`src/rtl/load_store_unit_pkg.sv`:
```
// Shared codes and helpers for the load/store unit and its lane extractor.
package load_store_unit_pkg;

    localparam logic [1:0] SIZE_BYTE = 2'b00;
    localparam logic [1:0] SIZE_HALF = 2'b01;
    localparam logic [1:0] SIZE_WORD = 2'b10;

    localparam logic EXT_ZERO = 1'b0;
    localparam logic EXT_SIGN = 1'b1;

    typedef enum logic [2:0] {
        StIdle = 3'd0,
        StRd   = 3'd1,
        StCap  = 3'd2,
        StWr   = 3'd3,
        StDone = 3'd4,
        StErr  = 3'd5
    } lsuState_e;

    function automatic logic isMisaligned(input logic [1:0] size, input logic [1:0] offset);
        case (size)
            SIZE_BYTE: return 1'b0;
            SIZE_HALF: return offset[0];
            SIZE_WORD: return offset != 2'b00;
            default:   return 1'b1;
        endcase
    endfunction

    // Replace only the addressed byte/half of a word read back from memory.
    function automatic logic [31:0] mergeLane(input logic [31:0] word, input logic [15:0] data,
                                              input logic [1:0] size, input logic [1:0] offset);
        logic [31:0] merged;
        merged = word;
        if (size == SIZE_BYTE) begin
            merged[{offset, 3'b000} +: 8] = data[7:0];
        end else if (size == SIZE_HALF) begin
            merged[{offset[1], 4'b0000} +: 16] = data;
        end
        return merged;
    endfunction

endpackage

```
`src/rtl/load_store_unit_if.sv`:
```
// CPU-side request/response and RAM-side strobes of the load/store unit.
interface load_store_unit_if #(
    parameter int unsigned ADDR_W = 32
);
    logic              req;
    logic              ready;
    logic              we;
    logic [1:0]        size;
    logic              ExtSrc;
    logic [ADDR_W-1:0] addr;
    logic [31:0]       wdata;
    logic [31:0]       rdata;
    logic              done;
    logic              err;
    logic [ADDR_W-1:0] mem_addr;
    logic              mem_rd;
    logic              mem_wr;
    logic [31:0]       mem_wdata;
    logic [31:0]       mem_rdata;

    // Controller plus data RAM.
    modport master (
        output req, we, size, ExtSrc, addr, wdata, mem_rdata,
        input  ready, rdata, done, err, mem_addr, mem_rd, mem_wr, mem_wdata
    );

    // The load/store unit itself.
    modport slave (
        input  req, we, size, ExtSrc, addr, wdata, mem_rdata,
        output ready, rdata, done, err, mem_addr, mem_rd, mem_wr, mem_wdata
    );
endinterface

```
`src/rtl/load_store_unit_lane_extract.sv`:
```
// Combinational byte/half lane select with sign or zero extension to 32 bits.
module lane_extract
    import load_store_unit_pkg::*;
(
    input  logic [31:0] word_i,
    input  logic [1:0]  size_i,
    input  logic [1:0]  offset_i,
    input  logic        extSrc_i,
    output logic [31:0] result_o
);
    logic [7:0]  selByte;
    logic [15:0] selHalf;
    logic        signFill;

    always_comb begin
        selByte  = word_i[{offset_i, 3'b000} +: 8];
        selHalf  = word_i[{offset_i[1], 4'b0000} +: 16];
        signFill = 1'b0;
        result_o = word_i;
        case (size_i)
            SIZE_BYTE: begin
                signFill = (extSrc_i == EXT_SIGN) & selByte[7];
                result_o = {{24{signFill}}, selByte};
            end
            SIZE_HALF: begin
                signFill = (extSrc_i == EXT_SIGN) & selHalf[15];
                result_o = {{16{signFill}}, selHalf};
            end
            default: result_o = word_i;
        endcase
    end
endmodule

```
`src/rtl/load_store_unit.sv`:
```
// Load/store unit: sub-word stores via read-modify-write on a word-only RAM,
// sub-word loads extracted and extended to 32 bits.
module load_store_unit
    import load_store_unit_pkg::*;
#(
    parameter int unsigned ADDR_W = 32
) (
    input logic               CLK,
    input logic               Reset,
    load_store_unit_if.slave  bus
);
    lsuState_e stateQ, stateD;

    logic              weQ;
    logic [1:0]        sizeQ;
    logic              extSrcQ;
    logic [ADDR_W-1:0] addrQ;
    logic [15:0]       storeLowQ;
    logic [31:0]       rdataQ;
    logic [31:0]       memWdataQ;
    logic [31:0]       extracted;
    logic              startReq;
    logic              startErr;

    assign startReq = (stateQ == StIdle) && bus.req;
    assign startErr = isMisaligned(bus.size, bus.addr[1:0]);

    always_ff @(posedge CLK or posedge Reset) begin
        if (Reset) begin
            stateQ <= StIdle;
        end else begin
            stateQ <= stateD;
        end
    end

    always_comb begin
        stateD = stateQ;
        unique case (stateQ)
            StIdle: begin
                if (bus.req) begin
                    if (startErr) begin
                        stateD = StErr;
                    end else if (bus.we && bus.size == SIZE_WORD) begin
                        stateD = StWr;
                    end else begin
                        stateD = StRd;
                    end
                end
            end
            StRd:           stateD = StCap;
            StCap:          stateD = weQ ? StWr : StDone;
            StWr:           stateD = StDone;
            StDone, StErr:  stateD = StIdle;
            default:        stateD = StIdle;
        endcase
    end

    lane_extract uLaneExtract (
        .word_i   (bus.mem_rdata),
        .size_i   (sizeQ),
        .offset_i (addrQ[1:0]),
        .extSrc_i (extSrcQ),
        .result_o (extracted)
    );

    // Word stores never read, so only the low half of wdata feeds the merge.
    always_ff @(posedge CLK or posedge Reset) begin
        if (Reset) begin
            weQ       <= 1'b0;
            sizeQ     <= SIZE_BYTE;
            extSrcQ   <= EXT_ZERO;
            addrQ     <= '0;
            storeLowQ <= '0;
            rdataQ    <= '0;
            memWdataQ <= '0;
        end else begin
            if (startReq) begin
                weQ       <= bus.we;
                sizeQ     <= bus.size;
                extSrcQ   <= bus.ExtSrc;
                addrQ     <= bus.addr;
                storeLowQ <= bus.wdata[15:0];
                if (!startErr && bus.we && bus.size == SIZE_WORD) begin
                    memWdataQ <= bus.wdata;
                end
            end
            if (stateQ == StCap) begin
                if (weQ) begin
                    memWdataQ <= mergeLane(bus.mem_rdata, storeLowQ, sizeQ, addrQ[1:0]);
                end else begin
                    rdataQ <= extracted;
                end
            end
        end
    end

    assign bus.ready     = (stateQ == StIdle);
    assign bus.done      = (stateQ == StDone) || (stateQ == StErr);
    assign bus.err       = (stateQ == StErr);
    assign bus.mem_rd    = (stateQ == StRd);
    assign bus.mem_wr    = (stateQ == StWr);
    assign bus.mem_addr  = {addrQ[ADDR_W-1:2], 2'b00};
    assign bus.mem_wdata = memWdataQ;
    assign bus.rdata     = rdataQ;
endmodule
```
`src/flat_wrapper.sv`:
```
// flat-port wrapper written by rule: the top's interface ports become plain ports
module load_store_unit_flat import load_store_unit_pkg::*;
#(
    parameter int unsigned ADDR_W = 32
)
  (CLK, Reset, bus_req, bus_we, bus_size, bus_ExtSrc, bus_addr, bus_wdata, bus_mem_rdata, bus_ready, bus_rdata, bus_done, bus_err, bus_mem_addr, bus_mem_rd, bus_mem_wr, bus_mem_wdata);
  load_store_unit_if #(.ADDR_W(ADDR_W)) bus_i ();
  input logic CLK;
  input logic Reset;
  input wire logic [$bits(bus_i.req)-1:0] bus_req;
  input wire logic [$bits(bus_i.we)-1:0] bus_we;
  input wire logic [$bits(bus_i.size)-1:0] bus_size;
  input wire logic [$bits(bus_i.ExtSrc)-1:0] bus_ExtSrc;
  input wire logic [$bits(bus_i.addr)-1:0] bus_addr;
  input wire logic [$bits(bus_i.wdata)-1:0] bus_wdata;
  input wire logic [$bits(bus_i.mem_rdata)-1:0] bus_mem_rdata;
  output wire logic [$bits(bus_i.ready)-1:0] bus_ready;
  output wire logic [$bits(bus_i.rdata)-1:0] bus_rdata;
  output wire logic [$bits(bus_i.done)-1:0] bus_done;
  output wire logic [$bits(bus_i.err)-1:0] bus_err;
  output wire logic [$bits(bus_i.mem_addr)-1:0] bus_mem_addr;
  output wire logic [$bits(bus_i.mem_rd)-1:0] bus_mem_rd;
  output wire logic [$bits(bus_i.mem_wr)-1:0] bus_mem_wr;
  output wire logic [$bits(bus_i.mem_wdata)-1:0] bus_mem_wdata;
  assign bus_i.req = bus_req;
  assign bus_i.we = bus_we;
  assign bus_i.size = bus_size;
  assign bus_i.ExtSrc = bus_ExtSrc;
  assign bus_i.addr = bus_addr;
  assign bus_i.wdata = bus_wdata;
  assign bus_i.mem_rdata = bus_mem_rdata;
  assign bus_ready = bus_i.ready;
  assign bus_rdata = bus_i.rdata;
  assign bus_done = bus_i.done;
  assign bus_err = bus_i.err;
  assign bus_mem_addr = bus_i.mem_addr;
  assign bus_mem_rd = bus_i.mem_rd;
  assign bus_mem_wr = bus_i.mem_wr;
  assign bus_mem_wdata = bus_i.mem_wdata;
  load_store_unit #(.ADDR_W(ADDR_W)) u_core (.CLK(CLK), .Reset(Reset), .bus(bus_i));
endmodule
```
`config.mk`:
```
export PLATFORM = sky130hd
export DESIGN_NAME = load_store_unit_flat
export DESIGN_NICKNAME = d
export VERILOG_FILES = /design/src/rtl/load_store_unit_pkg.sv /design/src/rtl/load_store_unit_if.sv /design/src/rtl/load_store_unit_lane_extract.sv /design/src/rtl/load_store_unit.sv /design/src/flat_wrapper.sv
export SDC_FILE = /design/constraint.sdc
export NUM_CORES = 1
export LEC_CHECK = 0
export ABC_AREA = 1
export BUFFER_PORTS_ARGS = -buffer_cell sky130_fd_sc_hd__buf_2
export CAP_MARGIN = 20
export CORE_ASPECT_RATIO = 2
export CORE_MARGIN = 2
export CORE_UTILIZATION = 55
export CTS_BUF_LIST = sky130_fd_sc_hd__clkbuf_4 sky130_fd_sc_hd__clkbuf_8
export DETAILED_ROUTE_END_ITERATION = 12
export PLACE_DENSITY = 0.83
export SETUP_SLACK_MARGIN = 0.5
export SKIP_LAST_GASP = 1
export SLEW_MARGIN = 20
export SYNTH_ARGS = -nofsm -noshare
export SYNTH_HDL_FRONTEND = slang
export SYNTH_SLANG_ARGS = --single-unit
```
`constraint.sdc`:
```
create_clock -name CLK -period 6.5 [get_ports CLK]
set_input_delay 1.95 -clock CLK [delete_from_list [all_inputs] [get_ports CLK]]
set_output_delay 1.95 -clock CLK [all_outputs]
set_load 0.01 [all_outputs]
```
### After elaboration in Yosys (flattened, before gate mapping)

Cells that the tools add are included.
W data, S select, Z words.

| cells by class | value |
|---|---|
| $add $sub $neg | 2 |
| equal/unequal tests | 9 |
| shifts and indexed selects | 6 |
| multiplexer cells | 15 |
| bitwise gates (word level) | 3 |
| reduce and logical (&&, ||, !) cells | 11 |

Operators with widths:

| cell | number |
|---|---|
| $mux W32 | 6 |
| $bwmux W32 | 2 |
| $pmux W32 S2 | 1 |
| $shift A16 B7 Y32 const A | 1 |
| $shift A8 B7 Y32 const A | 1 |
| $shiftx A16 B7 Y32 | 1 |
| $shiftx A32 B6 Y16 | 1 |
| $shiftx A32 B6 Y8 | 1 |
| $shiftx A8 B7 Y32 | 1 |
| $neg A5 Y7 | 2 |
| $pmux W3 S4 | 1 |
| $mux W3 | 3 |
| $eq A3 B2 Y1 const B | 2 |
| $eq A3 B3 Y1 const B | 2 |
| $eq A2 B1 Y1 const B | 2 |
| $logic_and A1 B1 Y1 | 4 |
| $logic_not A2 Y1 | 2 |
| $eq A3 B1 Y1 const B | 1 |
| $logic_not A3 Y1 | 1 |
| $pmux W1 S3 | 1 |
| $and A1 B1 Y1 | 2 |
| $eq A2 B2 Y1 const B | 1 |
| $mux W2 | 1 |
| $ne A2 B2 Y1 const B | 1 |
| other kinds (5) | 5 |

| storage, ports and cells | value |
|---|---|
| bits in registers | 119 |
| bits of input ports | 103 |
| output and inout bits | 101 |
| word-level logic and storage cells | 54 |

### Logic depth before layout (Yosys ltp)

Gate-level depths: netlist of run 1.

| logic depth | value |
|---|---|
| depth in word-level cells | 9 |
| depth in mapped cells | 12 |
| gate-level depth less buffers | 9 |

### By module

A second synthesis of run 1 with hierarchy kept.

| unflattened totals | value |
|---|---|
| cells, all modules | 1118 |
| area, all modules | 7576.0 sq um |

Modules (own cells, without submodules):

| module | times used | cells an instance | area an instance (sq um) | seq. area each (sq um) |
|---|---|---|---|---|
| load_store_unit | 1 | 960 | 6739.0 | 2977.9 |
| lane_extract | 1 | 158 | 837.1 | 0.0 |

### Least setup slack after synthesis of run 1

No wires, ideal clock.

| timing | value |
|---|---|
| path kind | input -> register |
| start | input bus_addr[0] |
| end | register u_core.memWdataQ[22], in the netlist u_core.bus.mem_wdata[22] |
| setup time | 0.117 ns |
| arrival | 2.895 ns |
| data required time | 6.383 ns |
| path slack | 3.487 ns |
| stages on the path | 7 |
| buffers on the path | 1 |
| cell sequence | nor2_1 -> nand4_2 -> nor2_1 -> buf_2 -> nand3_1 -> nand3_1 -> nand2_1 |

| between the ends | value |
|---|---|
| word-level cells in the longest chain between the ends | 9 |

Ends and longest elaborated chain:

| item | line | text |
|---|---|---|
| start: declaration | flat_wrapper.sv:14 | `input wire logic [$bits(bus_i.addr)-1:0] bus_addr;` |
| $reduce_bool A2 Y1 | load_store_unit_pkg.sv:24 | `SIZE_WORD: return offset != 2'b00;` |
| $pmux W1 S3 (*) | load_store_unit_pkg.sv:21 | `case (size)` |
| $logic_not A1 Y1 (*) | load_store_unit.sv:83 | `if (!startErr && bus.we && bus.size == SIZE_WORD) begin` |
| $logic_and A1 B1 Y1 (*) (2 in series) | load_store_unit.sv:83 |  |
| $mux W32 (*) | load_store_unit.sv:83 |  |
| $mux W32 (*) | load_store_unit.sv:77 | `if (startReq) begin` |
| $mux W32 | load_store_unit.sv:88 | `if (weQ) begin` |
| $mux W32 (*) | load_store_unit.sv:87 | `if (stateQ == StCap) begin` |
| end signal: assignment | load_store_unit.sv:84 | `memWdataQ <= bus.wdata;` |
| end signal: assignment | load_store_unit.sv:89 | `memWdataQ <= mergeLane(bus.mem_rdata, storeLowQ, sizeQ, addrQ[1:0]);` |
| end: declaration | load_store_unit.sv:20 | `logic [31:0] memWdataQ;` |

Mark *: on every way between the ends. The rest lies on a longest branch, timed or not.
A chain may end at the register's enable or synchronous reset.

### Worst setup path in the final report of run 1

| timing | value |
|---|---|
| start | register u_core.stateQ[0] |
| end | output bus_ready |

| between the ends | value |
|---|---|
| word-level cells in the longest chain between the ends | 1 |

Ends and longest elaborated chain:

| item | line | text |
|---|---|---|
| start: declaration | load_store_unit.sv:12 | `lsuState_e stateQ, stateD;` |
| start signal: assignment | load_store_unit.sv:30 | `stateQ <= StIdle;` |
| start signal: assignment | load_store_unit.sv:32 | `stateQ <= stateD;` |
| $logic_not A3 Y1 | load_store_unit.sv:97 | `assign bus.ready = (stateQ == StIdle);` |
| end: declaration | flat_wrapper.sv:17 | `output wire logic [$bits(bus_i.ready)-1:0] bus_ready;` |

No other way between the ends.

==> summary.md, run 1 <==
| Metric | Value |
|---|---|
| Pwr Density | 496 nW/µm² |
| Root Driver | clkbuf_8 |
| I/O Pins | 204 |
| CTS max path bufs | 2 |
| FF+latch area | 2980 µm² |
| Startpoint type of the worst setup path | flip-flop |
| Reg2reg start | u_core.addrQ[0] |
| Initial antenna violation count | 0 |
| Reg2reg setup slack | 3.51 ns |
| Vias in the first global route | 6957 |
| Fmax | 253 MHz |
| Critical path data required time | 4.55 ns |
| Period utilization | 60.8% |
| Commonest non-fill, non-tap cell in the layout | nand2_1 |
| P_leak | 4.60 nW |
| Seq/Total Area, Yosys | 39.8% |
| Fin nets | 1250 |
| #FFs+latches synth | 119 |
| Ant diodes | 0 |
| CTS hold repair buffers | 0 |
| DR DRC count | 0 |
| Post-synthesis area per instance | 7.46 µm² |
| Cell area after placement | 8180 µm² |
| 1st-pass router iterations | 7 |
| Footprint of the multi-input gates | 3460 µm² |
| DR WL/cell | 16.7 µm |
| Vias per inst | 5.51 |
| Gr ovfl total | 0 |
| Distinct cells, synth | 30 |
| Fin. Hold Viols | 0 |
| Final ANT Viol Nets | 0 |
| Worst hold stages | 2 |
| Main area contributors after synthesis | dfrtp_1 (40%), nand2_1 (12%), nand3_1 (7.7%), inv_1 (6.2%), a21oi_1 (6.1%) |
| CTS clk-pin slew, worst paths | 0.10 ns |
| Launch point of the worst path | u_core.stateQ[0] |
| Placeable Area | 13400 µm² |
| Reg2Reg Depth | 8 |
| Arrival time worst endpoint | 2.00 ns |
| Slew @ Worst Pin | 1.09 ns |
| Global-route wire length before repair | 34500 µm |
| DIE AREA | 14600 µm² |
| Worst Skew | 0.0162 ns |
| Critical path class | reg2out |
| GPL Wtd Cong | 0.948 |
| PortBufs | 201 |
| Die Width | 86.4 µm |
| CP endpoint kind | output port |
| Htree depth | 4 |
| Max_cap viols | 0 |
| Critical path's largest stage delay | 0.71 ns |
| Setup TNS | 0 ns |
| Pin count of the biggest net entering global routing | 75 |
| Reg2reg end | u_core.bus.mem_wdata[18] |
| CP Max Fanout | 11 |
| Filler Cell Count | 1232 |
| Post-CTS Setup Inserts | 0 |
| Die height | 169 µm |
| Mapped cell area | 7480 µm² |
| Hold Crit Class | reg2reg |
| Slew Limit Headroom | 27.3% |
| Largest area contributor in the netlist | dfrtp_1 |
| Drt first-iter violations | 584 |
| Post-Layout Cell Count | 1310 |
| Share of post-route cells with drive strength above 1 | 28.1% |
| Worst skew pair latency | 0.45 ns |
| Crit-path slowest cell | nor2_1 |
| HPWL Detailed | 15900 µm |
| Min-delay src | u_core.bus.rdata[15] |
| Post-CTS Resized | 0 |
| Total GRT Usage | 30.2% |
| Cells after synthesis | 1002 |
| Cts bufs inserted | 17 |
| Initial Util | 56.0% |
| Fin crit period | 3.95 ns |
| Pins Over Slew Limit | 0 |
| Row count | 60 |
| Vias | 7224 |
| RSZ-0062 raised after global routing | no |
| Placed insts | 1278 |
| Critical Path, Cell by Cell | inv_1, nand2_1, nor2_1, buf_2 |
| VDD IR max | 0.271 mV |
| Final instance area | 8590 µm² |
| Clk sink count | 119 |
| Final WL | 21900 µm |
| Yosys top cell area share | 39.8% |
| Status | finished clean |
| Final setup viols | 0 |
| Hold Path End | u_core.bus.rdata[15] |
| CTS tree | yes |
| Commonest cells after routing, fill and taps aside | nand2_1 (235), buf_2 (201), inv_1 (122) |
| Synth warn | 0 |
| Area grow syn2layout | 14.9% |
report_power, final:
part / switching, mW / internal (mW) / total, mW
combinational: 1.33 / 0.825 / 2.15
clock: 0.391 / 0.328 / 0.719
sequential: 0.276 / 1.11 / 1.39
layout make-up:
class	count	area share, %
multi-input combinational	667	40.3
sequential	119	34.7
timing repair buffer	207	12.2
inverter	130	5.71
clock buffer	17	2.72
tap	155	2.26
clock inverter	15	2.11
Yosys cell counts:
cell type / count
nand2_1: 235
inv_1: 123
dfrtp_1: 119
nand3_1: 115
a21oi_1: 91
o21ai_0: 65
buf_4: 40
nor2_1: 36
mux2_2: 31
o21ai_1: 28
or2_2: 23
buf_2: 22
clkbuf_1: 15
o211ai_2: 15
buf_6: 8
nand3b_1: 7
ha_1: 5
inv_2: 5
nand4_1: 3
nor3_1: 3
buf_1: 2
clkinv_1: 2
nor2_8: 2
conb_1: 1
nand2_2: 1
nand2_4: 1
nand3_2: 1
nand4_2: 1
nor2_4: 1
o21ai_2: 1
worst max-delay path by stage:
stage                                  end  slack, ns
after CTS                        bus_ready       2.59
after floorplan            u_core.addrQ[0]       1.39
after global placement    u_core.addrQ[18]       2.18
after detailed placement  u_core.addrQ[12]       2.15
after global routing      u_core.addrQ[21]       2.42
final                            bus_ready       2.55
through the flow:
stage                     hold WS (ns)  total power, mW  setup WS [ns]  utilization [%]
after detailed placement         0.464             3.53           2.15             61.2
after floorplan                  0.482             3.05           1.39                -
after CTS                        0.498             4.26           2.59             64.3
final                            0.493             4.26           2.55             64.3
after global routing             0.523             4.60           2.42             64.3
after global placement           0.467             3.46           2.18             61.2
state kept, by name, summed over array words and instances, names as in the netlist:
register	flops
u_core.weQ	1
u_core.sizeQ	2
u_core.bus.rdata	32
u_core.storeLowQ	16
u_core.extSrcQ	1
u_core.stateQ	3
u_core.bus.mem_wdata	32
u_core.addrQ	32
metal layers:
layer / routed length (µm) / GRT usage, % / part of all wire [%]
met3: 1350 / 5.41 / 6.2
met1: 8010 / 34.0 / 37
met2: 11100 / 51.7 / 51
met4: 1420 / 18.8 / 6.5
met5: 0 / 0 / 0
critical path: cells and delay by family, from the launching register on:
| family | cells | cell delay [ns] |
|---|---|---|
| flip-flops | 1 | 0.38 |
| AND/OR/NAND/NOR | 2 | 0.78 |
| buffers and inverters | 2 | 0.40 |
cell families (layout without fill, tap and decap cells):
family	count (synthesis)	count (layout)	synth area share [%]
AOI/OAI and AO/OA	200	200	14.9
DFF	119	119	39.8
other	1	2	0.0502
buffers and inverters	217	369	14.1
and+or+nand+nor	429	429	25.6
muxes	31	31	4.67
adders and majority gates	5	5	0.837
Note: power is estimated with default switching activity, not from simulation.
==> inputs of run 2 (changes only) <==
- clock period: 6.5 -> 4 ns (I/O delays scaled with it)
==> run 2 against run 1 <==
  * Combinational power is 70% higher
  * Register-to-register slack worse by 2.1 ns
  * First-iteration DRC count is 8.4% lower
  * Total power is 62% higher
==> summary.md, run 2 (same netlist as run 1, synthesis figures left out) <==
| Metric | Value |
|---|---|
| Worst Skew | 0.0128 ns (was 0.0162 ns) |
| CTS hold repair buffers | 0 (unchanged) |
| Share of post-route cells with drive strength above 1 | 28.6% (was 28.1%) |
| Vias per inst | 5.55 (was 5.51) |
| Pwr Density | 802 nW/µm² (was 496 nW/µm²) |
| Post-CTS Setup Inserts | 0 (unchanged) |
| Worst skew pair latency | 0.44 ns (was 0.45 ns) |
| Fin nets | 1257 (was 1250) |
| Initial antenna violation count | 1 (was 0) |
| CP Max Fanout | 11 (unchanged) |
| Cell area after placement | 8240 µm² (was 8180 µm²) |
| Status | finished clean (unchanged) |
| Reg2reg end | u_core.bus.mem_wdata[5] (was u_core.bus.mem_wdata[18]) |
| Final WL | 22400 µm (was 21900 µm) |
| GPL Wtd Cong | 0.946 (was 0.948) |
| Commonest non-fill, non-tap cell in the layout | nand2_1 (unchanged) |
| DIE AREA | 14600 µm² (unchanged) |
| 1st-pass router iterations | 8 (was 7) |
| DR WL/cell | 17.0 µm (was 16.7 µm) |
| Final ANT Viol Nets | 0 (unchanged) |
| Final setup viols | 0 (unchanged) |
| VDD IR max | 0.414 mV (was 0.271 mV) |
| Reg2Reg Depth | 7 (was 8) |
| Vias in the first global route | 7120 (was 6957) |
| Clk sink count | 119 (unchanged) |
| Pin count of the biggest net entering global routing | 57 (was 75) |
| Vias | 7320 (was 7224) |
| Commonest cells after routing, fill and taps aside | nand2_1 (235), buf_2 (201), inv_1 (122) (unchanged) |
| DR DRC count | 0 (unchanged) |
| Initial Util | 56.0% (unchanged) |
| Reg2reg start | u_core.sizeQ[1] (was u_core.addrQ[0]) |
| Core Util, Final | 64.6% (was 64.3%) |
| Final Total Pwr | 6.92 mW (was 4.26 mW) |
| Reg2reg setup slack | 1.37 ns (was 3.51 ns) |
| PortBufs | 201 (unchanged) |
| Row count | 60 (unchanged) |
| Cts bufs inserted | 17 (unchanged) |
| CP endpoint kind | output port (unchanged) |
| Setup TNS | 0 ns (unchanged) |
| Root Driver | clkbuf_8 (unchanged) |
| Post-CTS Resized | 0 (unchanged) |
| Arrival time worst endpoint | 1.48 ns (was 2.00 ns) |
| P_leak | 4.62 nW (was 4.60 nW) |
| Max_cap viols | 0 (unchanged) |
| Placeable Area | 13400 µm² (unchanged) |
| CTS tree | yes (unchanged) |
| Global-route wire length before repair | 35500 µm (was 34500 µm) |
| Period utilization | 67.0% |
| Drt first-iter violations | 535 (was 584) |
| Fin crit period | 2.68 ns |
| CTS max path bufs | 2 (unchanged) |
| Hold Crit Class | reg2reg (unchanged) |
| CTS clk-pin slew, worst paths | 0.09 ns (was 0.10 ns) |
| HPWL Detailed | 16600 µm (was 15900 µm) |
| Fin. Hold Viols | 0 (unchanged) |
| Htree depth | 4 (unchanged) |
| Gr ovfl total | 0 (unchanged) |
| I/O Pins | 204 (unchanged) |
| Total GRT Usage | 31.2% (was 30.2%) |
| Die height | 169 µm (unchanged) |
| Fmax | 373 MHz |
| RSZ-0062 raised after global routing | no (unchanged) |
| Slew @ Worst Pin | 1.07 ns (was 1.09 ns) |
| Launch point of the worst path | u_core.stateQ[1] (was u_core.stateQ[0]) |
| CP endpoint | bus_ready (unchanged) |
| Slew Limit Headroom | 28.5% (was 27.3%) |
| Area grow syn2layout | 15.4% (was 14.9%) |
| Pins Over Slew Limit | 0 (unchanged) |
| Final instance area | 8630 µm² (was 8590 µm²) |
| Die Width | 86.4 µm (unchanged) |
| Startpoint type of the worst setup path | flip-flop (unchanged) |
| Critical path data required time | 2.80 ns (was 4.55 ns) |
| Critical path class | reg2out (unchanged) |
==> run 2: worst min path at each step <==
| stage | startpoint | endpoint | slack, ns | depth (start not counted) |
|---|---|---|---|---|
| floorplan | u_core.addrQ[25] | u_core.addrQ[25] | 0.48 | 1 |
| global placement | u_core.bus.rdata[15] | u_core.bus.rdata[15] | 0.46 | 2 |
| detailed placement | u_core.bus.rdata[15] | u_core.bus.rdata[15] | 0.48 | 2 |
| CTS | u_core.addrQ[23] | u_core.addrQ[23] | 0.51 | 1 |
| global route | u_core.addrQ[19] | u_core.addrQ[19] | 0.52 | 1 |
| finish | u_core.addrQ[22] | u_core.addrQ[22] | 0.50 | 1 |
==> run 2: power by group <==
| part | switching (mW) | internal (mW) |
|---|---|---|
| Clock | 0.569 | 0.515 |
| Sequential | 0.379 | 1.81 |
| Combinational | 2.27 | 1.37 |
| Total | 3.22 | 3.69 |
==> run 2: metal layers <==
metal / up-vias / wire (µm) / track usage [%]
met1: 3382 / 8000 / 35.4
li1: 3501 / - / -
met2: 339 / 11600 / 53.1
met3: 98 / 1350 / 4.78
met4: 0 / 1480 / 20.3
met5: - / 0 / 0
==> run 2: layout make-up <==
cell class | instances | area, µm²
flip-flops and latches | 119 | 2980
diodes | 1 | 2.50
inverters | 130 | 492
clock inverters | 14 | 141
fillers | 1259 | 4730
multi-input cells | 667 | 3460
well taps | 155 | 194
clock buffers | 18 | 241
repair buffers | 214 | 1120
==> run 2: stage by stage <==
step / setup slack [ns] / cells / hold WS [ns]
2_1_floorplan: 1.34 / 1003 / 0.482
3_3_place_gp: 1.28 / 1285 / 0.462
3_5_place_dp: 1.25 / 1285 / 0.482
4_1_cts: 1.30 / 1317 / 0.508
5_1_grt: 1.20 / 1318 / 0.522
6_report: 1.32 / 1318 / 0.503
==> run 2: critical path, cell delays in order (launching register included) <==
cell,delay (ns)
dfrtp_1,0.43
inv_2,0.09
nand2_1,0.05
nor2_1,0.09
buf_4,0.20
buf_2,0.17
==> inputs of run 3 (changes only) <==
- ABC_AREA: 1 -> 0
- CORE_UTILIZATION: 55 -> 54
- clock period: 4 -> 2.5 ns (I/O delays scaled with it)
==> run 3 against run 2 <==
  * Sequential power is 68% higher
  * Synthesized area decreased by 11%
  * Via count shrank 11%
  * Register-to-register slack worse by 0.90 ns
  * Die area shrank 9.2%
  * Clock power increased by 52%
  * Non-clock buffer count rose by 46
  * Critical path depth is 2 lower
  * Sequential share of layout area grew 0.65 points
==> summary.md, run 3 <==
| Metric | Value |
|---|---|
| DIE AREA | 13300 µm² (was 14600 µm²) |
| P_leak | 3.93 nW (was 4.62 nW) |
| DP Worst Slack | 0.220 ns (was 1.25 ns) |
| Number of synthesized flops with an enable pin | 0 (unchanged) |
| Vias per inst | 6.35 (was 5.55) |
| Reg2reg end | u_core.bus.mem_wdata[11] (was u_core.bus.mem_wdata[5]) |
| Cts bufs inserted | 17 (unchanged) |
| 1st-pass router iterations | 5 (was 8) |
| Global-route wire length before repair | 32100 µm (was 35500 µm) |
| Filler Cell Count | 910 (was 1259) |
| Vias | 6487 (was 7320) |
| Combinational Power Share | 53.4% (was 52.7%) |
| #FFs+latches synth | 119 (unchanged) |
| RSZ-0062 raised after global routing | yes (was no) |
| Initial Util | 55.1% (was 56.0%) |
| Commonest non-fill, non-tap cell in the layout | buf_2 (was nand2_1) |
| Total GRT Usage | 32.1% (was 31.2%) |
| Pwr Density | 1340 nW/µm² (was 802 nW/µm²) |
| CTS hold repair buffers | 0 (unchanged) |
| Fin Hold WS | 0.481 ns (was 0.503 ns) |
| Worst skew pair latency | 0.44 ns (about the same) |
| DR DRC count | 0 (unchanged) |
| Final instance area | 8480 µm² (was 8630 µm²) |
| Distinct cells, synth | 57 (was 30) |
| Max_cap viols | 0 (unchanged) |
| Critical Path, Cell by Cell | buf_6, nor2_1, buf_2 (was inv_2, nand2_1, nor2_1, buf_4, buf_2) |
| Reg2reg setup slack | 0.47 ns (was 1.37 ns) |
| Synth top cells by count | dfrtp_1 (119), nand2_1 (65), mux2_2 (48) (was nand2_1 (235), inv_1 (123), dfrtp_1 (119)) |
| Row count | 57 (was 60) |
| Critical path class | reg2out (unchanged) |
| Pin count of the biggest net entering global routing | 120 (was 57) |
| Post-synthesis area per instance | 9.97 µm² (was 7.46 µm²) |
| CP endpoint kind | output port (unchanged) |
| Area grow syn2layout | 27.8% (was 15.4%) |
| Clock power share | 14.4% (was 15.7%) |
| CTS clk-pin slew, worst paths | 0.08 ns (was 0.09 ns) |
| Reg2Reg Depth | 7 (unchanged) |
| Clk sink count | 119 (unchanged) |
| Initial antenna violation count | 1 (unchanged) |
| Startpoint type of the worst setup path | flip-flop (unchanged) |
| Setup TNS | 0 ns (unchanged) |
| Mapped cell area | 6640 µm² (was 7480 µm²) |
| GPL Wtd Cong | 0.976 (was 0.946) |
| Die Width | 82.4 µm (was 86.4 µm) |
| Fmax | 487 MHz |
| Switching fraction of total power | 43.0% (was 46.6%) |
| Min-delay src | u_core.bus.rdata[0] (was u_core.addrQ[22]) |
| Fin. Hold Viols | 0 (unchanged) |
| Worst Skew | 0.0125 ns (was 0.0128 ns) |
| Vias in the first global route | 6127 (was 7120) |
| Worst hold stages | 1 (unchanged) |
| Launch point of the worst path | u_core.stateQ[1] (unchanged) |
| Reg2reg start | u_core.addrQ[1] (was u_core.sizeQ[1]) |
| Share of post-route cells with drive strength above 1 | 44.6% (was 28.6%) |
| Fin nets | 968 (was 1257) |
| Hold Crit Class | reg2reg (unchanged) |
| Synth warn | 0 (unchanged) |
| PortBufs | 201 (unchanged) |
| Most common cell in the netlist | dfrtp_1 (was nand2_1) |
| Period utilization | 82.1% |
| Slew Limit Headroom | 58.5% (was 28.5%) |
| Cells after synthesis | 666 (was 1002) |
| Final ANT Viol Nets | 0 (unchanged) |
| Critical path data required time | 1.75 ns (was 2.80 ns) |
| Crit-path slowest cell | dfrtp_2 (was dfrtp_1) |
| Critical path's largest stage delay | 0.45 ns (was 0.43 ns) |
| Die height | 161 µm (was 169 µm) |
| VDD IR max | 0.932 mV (was 0.414 mV) |
| I/O Pins | 204 (unchanged) |
| Status | finished clean (unchanged) |
| Drt first-iter violations | 729 (was 535) |
| Psw | 4.90 mW (was 3.22 mW) |
| Main area contributors after synthesis | dfrtp_1 (45%), mux2_2 (8.1%), buf_4 (4.1%), nand2_1 (3.7%), a21oi_1 (2.7%) (was dfrtp_1 (40%), nand2_1 (12%), nand3_1 (7.7%), inv_1 (6.2%), a21oi_1 (6.1%)) |
| Primary FF master, synth | dfrtp_1 (unchanged) |
| Fin crit period | 2.05 ns |
| Seq/Total Area, Yosys | 44.9% (was 39.8%) |
| CTS max path bufs | 2 (unchanged) |
| Hold Path End | u_core.bus.rdata[0] (was u_core.addrQ[22]) |
| CTS tree | yes (unchanged) |
| Sequential share of power | 32.2% (was 31.6%) |
| DR WL/cell | 21.4 µm (was 17.0 µm) |
| Htree depth | 4 (unchanged) |
| Arrival time worst endpoint | 1.30 ns (was 1.48 ns) |
| Slew @ Worst Pin | 0.622 ns (was 1.07 ns) |
| Synth async-reset ratio | 100% (unchanged) |
| Commonest cells after routing, fill and taps aside | buf_2 (201), dfrtp_1 (115), nand2_1 (65) (was nand2_1 (235), buf_2 (201), inv_1 (122)) |
| Cell area after placement | 7610 µm² (was 8240 µm²) |
| Final WL | 21900 µm (was 22400 µm) |
| Final Worst Setup Slack | 0.446 ns (was 1.32 ns) |
| Placeable Area | 12100 µm² (was 13400 µm²) |
| Pins Over Slew Limit | 0 (unchanged) |
| Yosys top cell area share | 44.9% (was 39.8%) |
| Largest area contributor in the netlist | dfrtp_1 (unchanged) |
| Pint | 6.49 mW (was 3.69 mW) |
| Final setup viols | 0 (unchanged) |
| HPWL Detailed | 15200 µm (was 16600 µm) |
| CP Max Fanout | 4 (was 11) |
| Root Driver | clkbuf_8 (unchanged) |
| Gr ovfl total | 0 (unchanged) |
==> run 3: cell count changes in the layout (fill, tap and decap cells not counted), sizes merged, moves of 17 or more <==
cell | before | now
nand2 | 237 | 65
inv | 133 | 14
nand3 | 116 | 25
o21ai | 94 | 13
a21oi | 91 | 36
buf | 214 | 257
or2 | 23 | 1
a221oi | 0 | 19
a31oi | 0 | 17
mux2 | 31 | 48
o22ai | 0 | 17
==> run 3: critical path: cells and delay by family, from the launching register on <==
| family | cells | cell delay, ns |
|---|---|---|
| DFF | 1 | 0.45 |
| buffers and inverters | 2 | 0.28 |
| and+or+nand+nor | 1 | 0.13 |
==> run 3: metal layers <==
| layer | up-vias | share of wire [%] | track usage, % |
|---|---|---|---|
| met5 | - | 0 | 0 |
| met4 | 0 | 5.8 | 18.6 |
| met3 | 97 | 7.9 | 5.17 |
| met2 | 429 | 52 | 53.7 |
| met1 | 3122 | 34 | 37.7 |
| li1 | 2839 | - | - |
==> run 3: cell families after synthesis <==
kind of cell / synth area share (%)
AO/OA/AOI/OAI: 19.1
buffers and inverters: 8.27
other: 0.0565
AND/OR/NAND/NOR: 14.9
flip-flops: 44.9
multiplexers: 11.9
adder cells (fa/ha/maj): 0.942
==> run 3: cell type report <==
| cell class | count | area (µm²) | share of cell area, % |
|---|---|---|---|
| clock buffers | 17 | 234 | 2.76 |
| inverters | 15 | 76.3 | 0.900 |
| clock inverters | 15 | 130 | 1.53 |
| repair buffers | 260 | 1600 | 18.8 |
| diodes | 1 | 2.50 | 0.0295 |
| flip-flops and latches | 119 | 2980 | 35.2 |
| well taps | 147 | 184 | 2.17 |
| multi-input cells | 447 | 3280 | 38.6 |
==> run 3: repair_timing <==
action / in CTS / in global routing
pin swaps: 2 / 6
resized for setup: 14 / 42
gates cloned: 1 / 3
setup buffers: 10 / 17
setup endpoints to repair: 53 / 94
==> run 3: power groups by stage <==
stage / Clock (mW) / Combinational [mW] / Sequential, mW
global placement: 0 / 5.18 / 3.63
finish: 1.64 / 6.08 / 3.67
floorplan: 0 / 3.76 / 3.66
CTS: 1.66 / 5.55 / 3.62
global route: 1.75 / 6.54 / 3.76
detailed placement: 0 / 5.35 / 3.67
==> run 3: how the worst max path moves through the flow <==
stage | end
final | bus_done
after CTS | u_core.bus.mem_wdata[14]
after detailed placement | u_core.bus.mem_wdata[30]
after floorplan | u_core.addrQ[0]
after global placement | u_core.bus.mem_wdata[27]
after global routing | u_core.bus.mem_wdata[28]
==> run 3: through the flow <==
stage	utilization [%]	instances	total power, mW
final	70.4	1021	11.4
after global routing	70.4	1021	12.0
after CTS	67.5	1000	10.8
after detailed placement	63.1	957	9.02
after global placement	63.1	957	8.81
after floorplan	-	667	7.42
